`src/rtl/ext_razor_multi_if.sv`:
```
// ext_razor_multi_if
//   Operand and result handshake bundle for the extrinsic (be1) unit.
//   The master side is the upstream alpha/beta source plus the downstream
//   consumer. The slave side is the extrinsic unit itself.
//   Signals:
//     in_valid / in_ready    operand-set handshake
//     alpha, beta            CH*7*M bits. Element k (1..7) of channel c sits at
//                            [(c*7 + k-1)*M +: M], signed two's complement
//     ba2                    CH*N bits. Channel c sits at [c*N +: N], signed
//     out_valid / out_ready  result handshake
//     be1                    CH*M bits. Channel c sits at [c*M +: M], signed
interface ext_razor_multi_if #(
    parameter int N  = 5,
    parameter int M  = 6,
    parameter int CH = 4
);
    logic              in_valid;
    logic              in_ready;
    logic [CH*7*M-1:0] alpha;
    logic [CH*7*M-1:0] beta;
    logic [CH*N-1:0]   ba2;
    logic              out_valid;
    logic              out_ready;
    logic [CH*M-1:0]   be1;

    modport master (
        output in_valid, alpha, beta, ba2, out_ready,
        input  in_ready, out_valid, be1
    );

    modport slave (
        input  in_valid, alpha, beta, ba2, out_ready,
        output in_ready, out_valid, be1
    );
endinterface

```
`src/rtl/ext_razor_multi.sv`:
```
// ext_razor_multi
//   Computes the CH-channel max-log extrinsic value be1 = sat_M(B - A) from
//   alpha/beta/ba2. The top RB bits of each channel's result are re-sampled
//   by a shadow capture. When a mismatch is found, the result is replayed
//   from the shadow copy before it is presented.
// Ports:
//   Clock          rising-edge clock
//   nReset         synchronous active-low reset
//   bus            ext_razor_multi_if.slave: operands in, be1 out, valid/ready on both sides
//   Error_prev_a   upstream alpha unit error; blocks acceptance
//   Error_prev_b   upstream beta unit error; blocks acceptance
//   tst_flip       per-channel test inversion of be1 bit M-1, main capture only
//   Error_current  per-channel mismatch of the last checked result, held until next accept
//   err_count      saturating count of corrected channel events
//   clr_count      synchronous clear of err_count; takes priority over an increment
module ext_razor_multi #(
    parameter int N  = 5,
    parameter int M  = 6,
    parameter int CH = 4,
    parameter int RB = 1,
    parameter int CW = 8
) (
    input  logic             Clock,
    input  logic             nReset,
    ext_razor_multi_if.slave bus,
    input  logic             Error_prev_a,
    input  logic             Error_prev_b,
    input  logic [CH-1:0]    tst_flip,
    output logic [CH-1:0]    Error_current,
    output logic [CW-1:0]    err_count,
    input  logic             clr_count
);
    localparam int SW  = M + 3;          // width that holds B-A exactly
    localparam int PW  = $clog2(CH + 1); // width of a per-op mismatch count
    localparam int OPW = 7 * M;          // one channel's alpha (or beta) vector

    localparam logic signed [SW-1:0] ZERO    = '0;
    localparam logic signed [SW-1:0] SAT_HI  = SW'((2 ** (M - 1)) - 1);
    localparam logic signed [SW-1:0] SAT_LO  = ~SAT_HI;
    localparam logic [CW+PW-1:0]     CNT_MAX = {{PW{1'b0}}, {CW{1'b1}}};

    typedef enum logic [2:0] {S_IDLE, S_EVAL, S_CHECK, S_CORRECT, S_OUT} state_t;

    function automatic logic signed [SW-1:0] smax(input logic signed [SW-1:0] x,
                                                  input logic signed [SW-1:0] y);
        return (x > y) ? x : y;
    endfunction

    // One channel of the max-log kernel. Every term is sign-extended to SW
    // bits up front, so the sums and the difference can never wrap.
    function automatic logic [M-1:0] extrinsic(input logic [OPW-1:0] a_v,
                                               input logic [OPW-1:0] b_v,
                                               input logic [N-1:0]   ba_v);
        logic signed [SW-1:0] a [1:7];
        logic signed [SW-1:0] b [1:7];
        logic signed [SW-1:0] ba, p, q, r, s, d;
        logic [M-1:0]         y;
        for (int k = 1; k <= 7; k++) begin
            a[k] = SW'($signed(a_v[(k-1)*M +: M]));
            b[k] = SW'($signed(b_v[(k-1)*M +: M]));
        end
        ba = SW'($signed(ba_v));
        p  = smax(smax(ZERO, a[1] + b[4]), smax(a[6] + b[7], a[7] + b[3]));
        q  = smax(smax(a[2] + b[5], a[3] + b[1]), smax(a[4] + b[2], a[5] + b[6])) + ba;
        r  = smax(smax(a[2] + b[1], a[3] + b[5]), smax(a[4] + b[6], a[5] + b[2]));
        s  = smax(smax(b[4], a[1]), smax(a[6] + b[3], a[7] + b[7])) + ba;
        d  = smax(r, s) - smax(p, q);
        if (d > SAT_HI)      y = SAT_HI[M-1:0];
        else if (d < SAT_LO) y = SAT_LO[M-1:0];
        else                 y = d[M-1:0];
        return y;
    endfunction

    state_t            state, state_nxt;
    logic [CH*OPW-1:0] alpha_q, beta_q;
    logic [CH*N-1:0]   ba2_q;
    logic [M-1:0]      res      [CH];
    logic [M-1:0]      main_q   [CH];
    logic [M-1:0]      shadow_q [CH];
    logic [CH-1:0]     mis;
    logic [PW-1:0]     mis_cnt;
    logic [CW+PW-1:0]  cnt_sum;
    logic              accept;

    // The held operands feed the kernel continuously. The main and shadow
    // captures happen on different edges, which is what lets the shadow
    // capture catch an upset in the main capture.
    always_comb begin
        for (int c = 0; c < CH; c++) begin
            res[c] = extrinsic(alpha_q[c*OPW +: OPW], beta_q[c*OPW +: OPW], ba2_q[c*N +: N]);
            mis[c] = main_q[c][M-1 -: RB] != res[c][M-1 -: RB];
        end
    end

    always_comb begin
        mis_cnt = '0;
        for (int c = 0; c < CH; c++) mis_cnt = mis_cnt + PW'(mis[c]);
        cnt_sum = {{PW{1'b0}}, err_count} + {{CW{1'b0}}, mis_cnt};
    end

    // A result leaving OUT frees the unit in the same cycle.
    // This gives back-to-back operation at one op every three cycles.
    assign bus.in_ready  = (state == S_IDLE) || ((state == S_OUT) && bus.out_ready);
    assign bus.out_valid = (state == S_OUT);
    assign accept        = bus.in_valid && bus.in_ready && !(Error_prev_a || Error_prev_b);

    always_comb begin
        bus.be1 = '0;
        for (int c = 0; c < CH; c++) bus.be1[c*M +: M] = main_q[c];
    end

    // NOTE: state_nxt gets its default before the case, so every path assigns it and no latch is inferred.
    always_comb begin
        state_nxt = state;
        case (state)
            S_IDLE:    if (accept) state_nxt = S_EVAL;
            S_EVAL:    state_nxt = S_CHECK;
            S_CHECK:   state_nxt = (|mis) ? S_CORRECT : S_OUT;
            S_CORRECT: state_nxt = S_OUT;
            S_OUT:     if (bus.out_ready) state_nxt = accept ? S_EVAL : S_IDLE;
            default:   state_nxt = S_IDLE;
        endcase
    end

    // NOTE: sequential state uses non-blocking assignments so every register samples pre-edge values.
    always_ff @(posedge Clock) begin
        if (!nReset) state <= S_IDLE;
        else         state <= state_nxt;
    end

    // NOTE: operand and shadow registers have no reset. Each one is written before any state that reads it.
    always_ff @(posedge Clock) begin
        if (accept) begin
            alpha_q <= bus.alpha;
            beta_q  <= bus.beta;
            ba2_q   <= bus.ba2;
        end
        if (state == S_CHECK) shadow_q <= res;
    end

    always_ff @(posedge Clock) begin
        if (!nReset) begin
            main_q        <= '{default: '0};
            Error_current <= '0;
            err_count     <= '0;
        end else begin
            case (state)
                S_EVAL: begin
                    for (int c = 0; c < CH; c++)
                        main_q[c] <= res[c] ^ {tst_flip[c], {(M-1){1'b0}}};
                end
                S_CORRECT: main_q <= shadow_q;
                default: ;
            endcase

            if (accept)                          Error_current <= '0;
            else if ((state == S_CHECK) && |mis) Error_current <= mis;

            if (clr_count)
                err_count <= '0;
            else if ((state == S_CHECK) && |mis)
                err_count <= (cnt_sum > CNT_MAX) ? CNT_MAX[CW-1:0] : cnt_sum[CW-1:0];
        end
    end
endmodule

```
`src/flat_wrapper.sv`:
```
// flat-port wrapper written by rule: the top's interface ports become plain ports
module ext_razor_multi_flat 
#(
    parameter int N  = 5,
    parameter int M  = 6,
    parameter int CH = 4,
    parameter int RB = 1,
    parameter int CW = 8
)
  (Clock, nReset, Error_prev_a, Error_prev_b, tst_flip, Error_current, err_count, clr_count, bus_in_valid, bus_alpha, bus_beta, bus_ba2, bus_out_ready, bus_in_ready, bus_out_valid, bus_be1);
  ext_razor_multi_if #(.N(N), .M(M), .CH(CH)) bus_i ();
  input  logic Clock;
  input  logic nReset;
  input  logic Error_prev_a;
  input  logic Error_prev_b;
  input  logic [CH-1:0] tst_flip;
  output logic [CH-1:0] Error_current;
  output logic [CW-1:0] err_count;
  input  logic clr_count;
  input wire logic [$bits(bus_i.in_valid)-1:0] bus_in_valid;
  input wire logic [$bits(bus_i.alpha)-1:0] bus_alpha;
  input wire logic [$bits(bus_i.beta)-1:0] bus_beta;
  input wire logic [$bits(bus_i.ba2)-1:0] bus_ba2;
  input wire logic [$bits(bus_i.out_ready)-1:0] bus_out_ready;
  output wire logic [$bits(bus_i.in_ready)-1:0] bus_in_ready;
  output wire logic [$bits(bus_i.out_valid)-1:0] bus_out_valid;
  output wire logic [$bits(bus_i.be1)-1:0] bus_be1;
  assign bus_i.in_valid = bus_in_valid;
  assign bus_i.alpha = bus_alpha;
  assign bus_i.beta = bus_beta;
  assign bus_i.ba2 = bus_ba2;
  assign bus_i.out_ready = bus_out_ready;
  assign bus_in_ready = bus_i.in_ready;
  assign bus_out_valid = bus_i.out_valid;
  assign bus_be1 = bus_i.be1;
  ext_razor_multi #(.N(N), .M(M), .CH(CH), .RB(RB), .CW(CW)) u_core (.Clock(Clock), .nReset(nReset), .bus(bus_i), .Error_prev_a(Error_prev_a), .Error_prev_b(Error_prev_b), .tst_flip(tst_flip), .Error_current(Error_current), .err_count(err_count), .clr_count(clr_count));
endmodule
```
`config.mk`:
```
export PLATFORM = sky130hd
export DESIGN_NAME = ext_razor_multi_flat
export DESIGN_NICKNAME = d
export VERILOG_FILES = /design/src/rtl/ext_razor_multi_if.sv /design/src/rtl/ext_razor_multi.sv /design/src/flat_wrapper.sv
export SDC_FILE = /design/constraint.sdc
export NUM_CORES = 2
export LEC_CHECK = 0
export ABC_AREA = 1
export BUFFER_PORTS_ARGS = -buffer_cell sky130_fd_sc_hd__buf_2
export CAP_MARGIN = 10
export CORE_ASPECT_RATIO = 0.5
export CORE_MARGIN = 2
export CORE_UTILIZATION = 55
export CTS_CLUSTER_SIZE = 14
export DETAILED_ROUTE_END_ITERATION = 6
export GPL_TIMING_DRIVEN = 0
export PLACE_DENSITY = 0.9
export SYNTH_ARGS = -nofsm -noshare
export SYNTH_HDL_FRONTEND = slang
export SYNTH_SLANG_ARGS = --single-unit
export TNS_END_PERCENT = 100
```
`constraint.sdc`:
```
create_clock -name Clock -period 12.1 [get_ports Clock]
set_input_delay 3.63 -clock Clock [delete_from_list [all_inputs] [get_ports Clock]]
set_output_delay 3.63 -clock Clock [all_outputs]
set_load 0.01 [all_outputs]
```
# Yosys cells after proc, flatten, opt, wreduce, memory -nomap -nowiden
# Cells that the tools add are included.
# classes
n_eq_ne	10
magnitude_cmp	65
addsub	68
n_bitwise	5
reduce_logical	13
n_mux	71
# op_table
operator	n
9-bit 2-to-1 mux	56
9-bit > comparator	48
6-bit by 6-bit adder with 7-bit output	52
9-bit by 5-bit adder with 9-bit output	8
6-bit 2-to-1 mux	8
24-bit case mux with 2 select lines	1
1-bit by 9-bit > comparator with 1-bit output, first input constant	4
9-bit by 6-bit > comparator with 1-bit output, second input constant	4
9-bit by 6-bit < comparator with 1-bit output, second input constant	4
9-bit subtractor	4
6-bit > comparator	4
6-bit bitwise XOR	4
3-bit case mux with 5 select lines	1
11-bit by 8-bit > comparator with 1-bit output, second input constant	1
8-bit by 3-bit adder with 9-bit output	1
3-bit 2-to-1 mux	3
8-bit 2-to-1 mux	1
3-bit by 1-bit adder with 3-bit output	2
3-bit by 2-bit equality test with 1-bit output, second input constant	2
1-bit logical AND	4
1-bit inequality test	4
2-bit OR reduction	2
4-bit OR reduction	1
3-bit by 1-bit equality test with 1-bit output, second input constant	1
other kinds (11)	12
# word_totals
inputBits	367
register_bits	419

# Logic depth before layout (Yosys ltp)
# logic_depth
depth_word	19
ltp_mapped	81
depth_no_buf	79

# Worst setup path after synthesis
# OpenSTA, ideal clock, no wires.
# synth_timing
path_type	input port to flip-flop
from	input port bus_out_ready
to	register u_core.Error_current[0]
cell_stages	7
required_ps	11971
t_arrival_ps	11703
slack_ps	268
cell_sequence	inv_1 a21oi_1 nand4_1 inv_1 nor2_1 inv_1 a21oi_1
# synth_via
elab_chain_cells	5
# synth_lines
item	line_no	rtl
start: declaration	flat_wrapper.sv:24	input wire logic [$bits(bus_i.out_ready)-1:0] bus_out_ready;
1-bit logical AND	ext_razor_multi.sv:103	assign bus.in_ready = (state == S_IDLE) || ((state == S_OUT) && bus.out_ready);
1-bit logical OR	ext_razor_multi.sv:103	
named net bus_in_ready	flat_wrapper.sv:25	output wire logic [$bits(bus_i.in_ready)-1:0] bus_in_ready;
1-bit logical AND (2 in a row)	ext_razor_multi.sv:105	assign accept = bus.in_valid && bus.in_ready && !(Error_prev_a || Error_prev_b);
named net u_core.accept	ext_razor_multi.sv:83	logic accept;
2-bit OR reduction (no line)	-	
end signal: assignment	ext_razor_multi.sv:157	else if ((state == S_CHECK) && |mis) Error_current <= mis;
end: declaration	ext_razor_multi.sv:29	output logic [CH-1:0] Error_current,
# The timed path passes the listed nets, and every way through them passes these cells.
# A chain may end at the register's enable or synchronous reset.

# Worst setup path in the final report
# layout_timing
from	register u_core.beta_q[38]
to	register u_core.err_count[6]
# layout_via
elab_chain_cells	19
elab_cells_between_ends	29
classes_between	add/sub: 8; order compare: 9; eq/ne: 1; mux: 9; reduce/logical: 2
# layout_lines
item	line_no	rtl
start: declaration	ext_razor_multi.sv:75	logic [CH*OPW-1:0] alpha_q, beta_q;
start signal: assignment	ext_razor_multi.sv:135	beta_q <= bus.beta;
6-bit by 6-bit adder with 7-bit output	ext_razor_multi.sv:66	s = smax(smax(b[4], a[1]), smax(a[6] + b[3], a[7] + b[7])) + ba;
9-bit > comparator	ext_razor_multi.sv:46	return (x > y) ? x : y;
9-bit 2-to-1 mux	ext_razor_multi.sv:46	
9-bit > comparator	ext_razor_multi.sv:46	
9-bit 2-to-1 mux	ext_razor_multi.sv:46	
9-bit by 5-bit adder with 9-bit output	ext_razor_multi.sv:66	
9-bit > comparator	ext_razor_multi.sv:46	
9-bit 2-to-1 mux	ext_razor_multi.sv:46	
[3 not listed]	-	
6-bit 2-to-1 mux (*)	ext_razor_multi.sv:68	if (d > SAT_HI) y = SAT_HI[M-1:0];
1-bit inequality test (*)	ext_razor_multi.sv:91	mis[c] = main_q[c][M-1 -: RB] != res[c][M-1 -: RB];
named net u_core.mis[0]	ext_razor_multi.sv:80	logic [CH-1:0] mis;
1-bit by 1-bit adder with 2-bit output	ext_razor_multi.sv:97	for (int c = 0; c < CH; c++) mis_cnt = mis_cnt + PW'(mis[c]);
3-bit by 1-bit adder with 3-bit output (2 in a row)	ext_razor_multi.sv:97	
8-bit by 3-bit adder with 9-bit output	ext_razor_multi.sv:98	cnt_sum = {{PW{1'b0}}, err_count} + {{CW{1'b0}}, mis_cnt};
11-bit by 8-bit > comparator with 1-bit output	ext_razor_multi.sv:162	err_count <= (cnt_sum > CNT_MAX) ? CNT_MAX[CW-1:0] : cnt_sum[CW-1:0];
8-bit 2-to-1 mux	ext_razor_multi.sv:162	
end signal: assignment	ext_razor_multi.sv:162	
end: declaration	ext_razor_multi.sv:30	output logic [CW-1:0] err_count,
# Mark *: on every way through the listed nets, which the timed path passes. The rest lies on a longest branch.

==> metrics.md <==
| Metric | Value |
|---|---|
| Status | `finished with violations` |
| Failing checks | `DRC` |
| Max-slew violation count | `0` |
| Worst-case clock skew | `25.8 ps` |
| Fin worst setup slack | `219 ps` |
| Worst hold path type | `reg2reg` |
| Nets | `slightly below 7000` |
| CP Max Fanout | `10` |
| Worst EP required | `12630 ps` |
| CP arrival | `12410 ps` |
| Std cell rows | `between 70 and 80` |
| Xor and xnor area share after synthesis | `0.0519` |
| Share of flip-flops with an asynchronous set or reset | `0` |
| Synthesized area | `between 40000 and 50000 um2` |
| Global Route Usage Sum | `0.270` |
| Clock sinks | `around 420` |
| Crit path largest cell delay | `roughly 460 ps` |
| Die H | `between 150 and 200 um` |
| First-pass GRT wire length | `~170 mm` |
| CP endpoint kind | `flop` |
| Synthesized instance count | `between 5000 and 6000` |
| Crit path launch type | `flop` |
| Later-pin clock latency in the skew report | `between 600 and 700 ps` |
| CTS clk-pin slew, worst paths | `about 70 ps` |
| EDFF count, synth | `380` |
| Final GP Congestion | `between 0.9 and 1` |
| First-pass iteration count of the detailed router | `7` |
| Sum of buffers and inverters on the critical path | `13` |
| Simple-gate area share of the yosys netlist | `0.195` |
| YS warnings | `0` |
| Post-synth net total | `around 6300` |
| Total number of vias | `between 30000 and 40000` |
| Pre-CTS setup slack | `-805 ps` |
| Final Cell Area | `about 48000 um2` |
| Yosys reg bits | `around 420` |
| Seq/Total Area, Yosys | `0.294` |
| CTS tree | `done` |
| Remaining global-route overflow | `0` |
| Multiplexer share of the synthesized area | `0.000241` |
| Synth cell types | `62` |
| Top FF cell, synth | `edfxtp_1` |
| Cts bufs inserted | `43` |
| DRC Markers | `2` |
| Critical path class | `reg2reg` |
| Largest family of logic cells by synthesized area | `adder cells` |
| CTS root buffer | `clkbuf_16` |
| First DRT Iteration DRCs | `2512` |
| Finish-stage setup viols | `0` |
| Reg2reg setup slack | `220 ps` |
| Die ar. | `77800 um2` |
| CORE AREA | `~75000 um2` |
| Share of cells above drive strength 1 | `0.140` |
| Post-DR vias/cell | `roughly 5.6` |
| Initial antenna violation count | `9` |
| Crit path max-delay cell type | `edfxtp_1` |
| Die W | `392 um` |
| Wirelength, routed | `111 mm` |
| Max Clock Freq | `~84 MHz` |
| Final hold vios | `0` |
| Boundary Pins | `between 400 and 500` |
| Area fraction in compound gates after synthesis | `0.126` |
| Final ANT Viol Nets | `0` |
| Top delay family on crit path | `compound AO/OA/AOI/OAI gates` |
| Slew @ Worst Pin | `1170 ps` |
| Placed Instances | `around 6500` |
| Drt wl/cell | `roughly 17 um` |
| Slew headroom | `0.216` |
| Max_cap viols | `0` |
| Hold_buf cts | `0` |
| Syn_area_per_cell | `between 8 and 9 um2` |
| Htree depth | `2` |
| Placed cell areas | `approximately 45000 um2` |
| Synth-to-layout area growth | `15.4%` |
| Tcrit/Tclk final | `0.982` |
| IO Port Bufs | `~400` |
| Layout Cells excl Fill | `around 6700` |
| Placed wire-length estimate | `88.6 mm` |
| Crit path time final | `11880 ps` |
| Initial cell density of the core | `0.554` |
| Synth Area in Adders | `0.266` |
| Bufs on Longest Clock Path | `3` |
| Vias in the first global route | `36400` |
| Largest net degree at the start of global routing | `151` |
[timing repair]
| action | in CTS | in global routing |
|---|---|---|
| endpoints found under the setup margin | 8 | 8 |
| resized for setup | 45 | 262 |
| gates cloned | 0 | 2 |
| hold endpoints to repair | 0 | 0 |
| setup buffers | 2 | 70 |
| pin swaps | 2 | 69 |
[stage by stage]
step | util | hold slack [ps] | TNS (ps)
3_3_place_gp | 0.598 | 476 | -822980
3_5_place_dp | 0.599 | 474 | -6170
5_1_grt | 0.639 | 520 | -3720
6_report | 0.639 | 488 | 0
2_1_floorplan | - | 481 | 0
4_1_cts | 0.620 | 488 | 0
[worst paths after layout]
check	from	to	depth (start not counted)
worst max register to register	u_core.beta_q[38]$_DFFE_PP_	u_core.err_count[6]$_SDFFE_PP0P_	76
worst min-delay path	u_core.bus.be1[20]$_SDFFE_PN0P_	u_core.bus.be1[20]$_SDFFE_PN0P_	2
worst max-delay path	u_core.beta_q[38]$_DFFE_PP_	u_core.err_count[6]$_SDFFE_PP0P_	76
worst min register to register	u_core.bus.be1[20]$_SDFFE_PN0P_	u_core.bus.be1[20]$_SDFFE_PN0P_	2
[synth_stat cells, types with 3 or more instances]
cell type  number  area (um2)
o21a_1         14         105
xor2_1        189        1660
nand3b_1       15         113
nor2_1        267        1000
a22o_1         21         184
dfxtp_1        39         781
and2_1         52         325
a211oi_1        7        52.6
a21boi_0        3        22.5
fa_1           66        1320
ha_1          778        9730
nor2_2          4        25.0
a41oi_1         5        43.8
inv_1         668        2510
inv_2           3        11.3
o21ai_0       395        1980
nand3_2         5        50.1
nor4_1          3        18.8
edfxtp_1      380       11400
a211o_1         3        26.3
or2_2          19         119
or2_0           9        56.3
xnor2_1        57         499
nand2_2        22         138
o311ai_0        7        61.3
clkbuf_1       45         169
nand2_1      1076        4040
o21bai_1       17         128
buf_1           3        11.3
a21o_1         15         113
o21ai_1        22         110
a31oi_1        18         113
nand4_1        52         325
nor3_1         63         315
a2111oi_0       3        26.3
and3_1          3        18.8
a21oi_1       347        1740
o221ai_1        4        35.0
nand3_1       281        1410
o31ai_1         9        67.6
o211ai_1       13        97.6
a22oi_1        31         233
nand2_4         6        67.6
[kinds of logic (layout without fill, tap and decap cells)]
logic type / count (synthesis) / in the layout
other cells: 0 / 8
fa+ha+maj: 844 / 844
flops: 419 / 419
mux: 1 / 1
simple gates: 1886 / 1886
compound gates: 945 / 945
xor+xnor: 246 / 246
buf+inv: 725 / 1281
[cells in the final DEF, fill, tap and decap left out, drive strengths merged, types with 30 or more instances in the layout]
cell type	instances
nor2	272
or2	30
xor2	189
nand3	287
nor3	63
inv	676
and2	52
nand4	52
dfxtp	39
clkbuf	90
a22oi	31
edfxtp	380
buf	492
xnor2	57
nand2	1104
o21ai	419
fa	66
a21oi	350
ha	778
[sequential cells by signal, summed over array words and instances, names as in the netlist]
| register | flops |
|---|---|
| u_core.ba2_q | 20 |
| u_core.shadow_q | 24 |
| u_core.state | 3 |
| u_core.bus.be1 | 24 |
| u_core.err_count | 8 |
| u_core.alpha_q | 168 |
| u_core.Error_current | 4 |
| u_core.beta_q | 168 |
[cell type report]
type,instances,area [um2]
multi-input combinational,3922,27500
fill,5972,27000
sequential,419,12200
timing repair buffer,479,2640
inverter,673,2540
tap,1022,1280
clock buffer,52,1160
clock inverter,25,295
buffer,51,273
antenna,8,20.0
timing repair inverter,1,5.00
[tightest hold or removal path, delay by kind of cell (launching register included)]
kind	cells	cell delay [ps]
AND/OR/NAND/NOR	1	60
AO/OA/AOI/OAI	1	70
flip-flops	1	310
[routing by layer]
| layer | global-route usage | vias to the layer above | part of all wire |
|---|---|---|---|
| met3 | 0.0328 | 312 | 0.049 |
| met4 | 0.137 | 0 | 0.051 |
| met2 | 0.492 | 1174 | 0.50 |
| met5 | 0 | - | 0 |
| met1 | 0.313 | 17400 | 0.40 |
| li1 | - | 18400 | - |
Power is left out: the tool's default activity adds up to more than one toggle a clock period on the data nets, which glitch-free logic cannot reach.
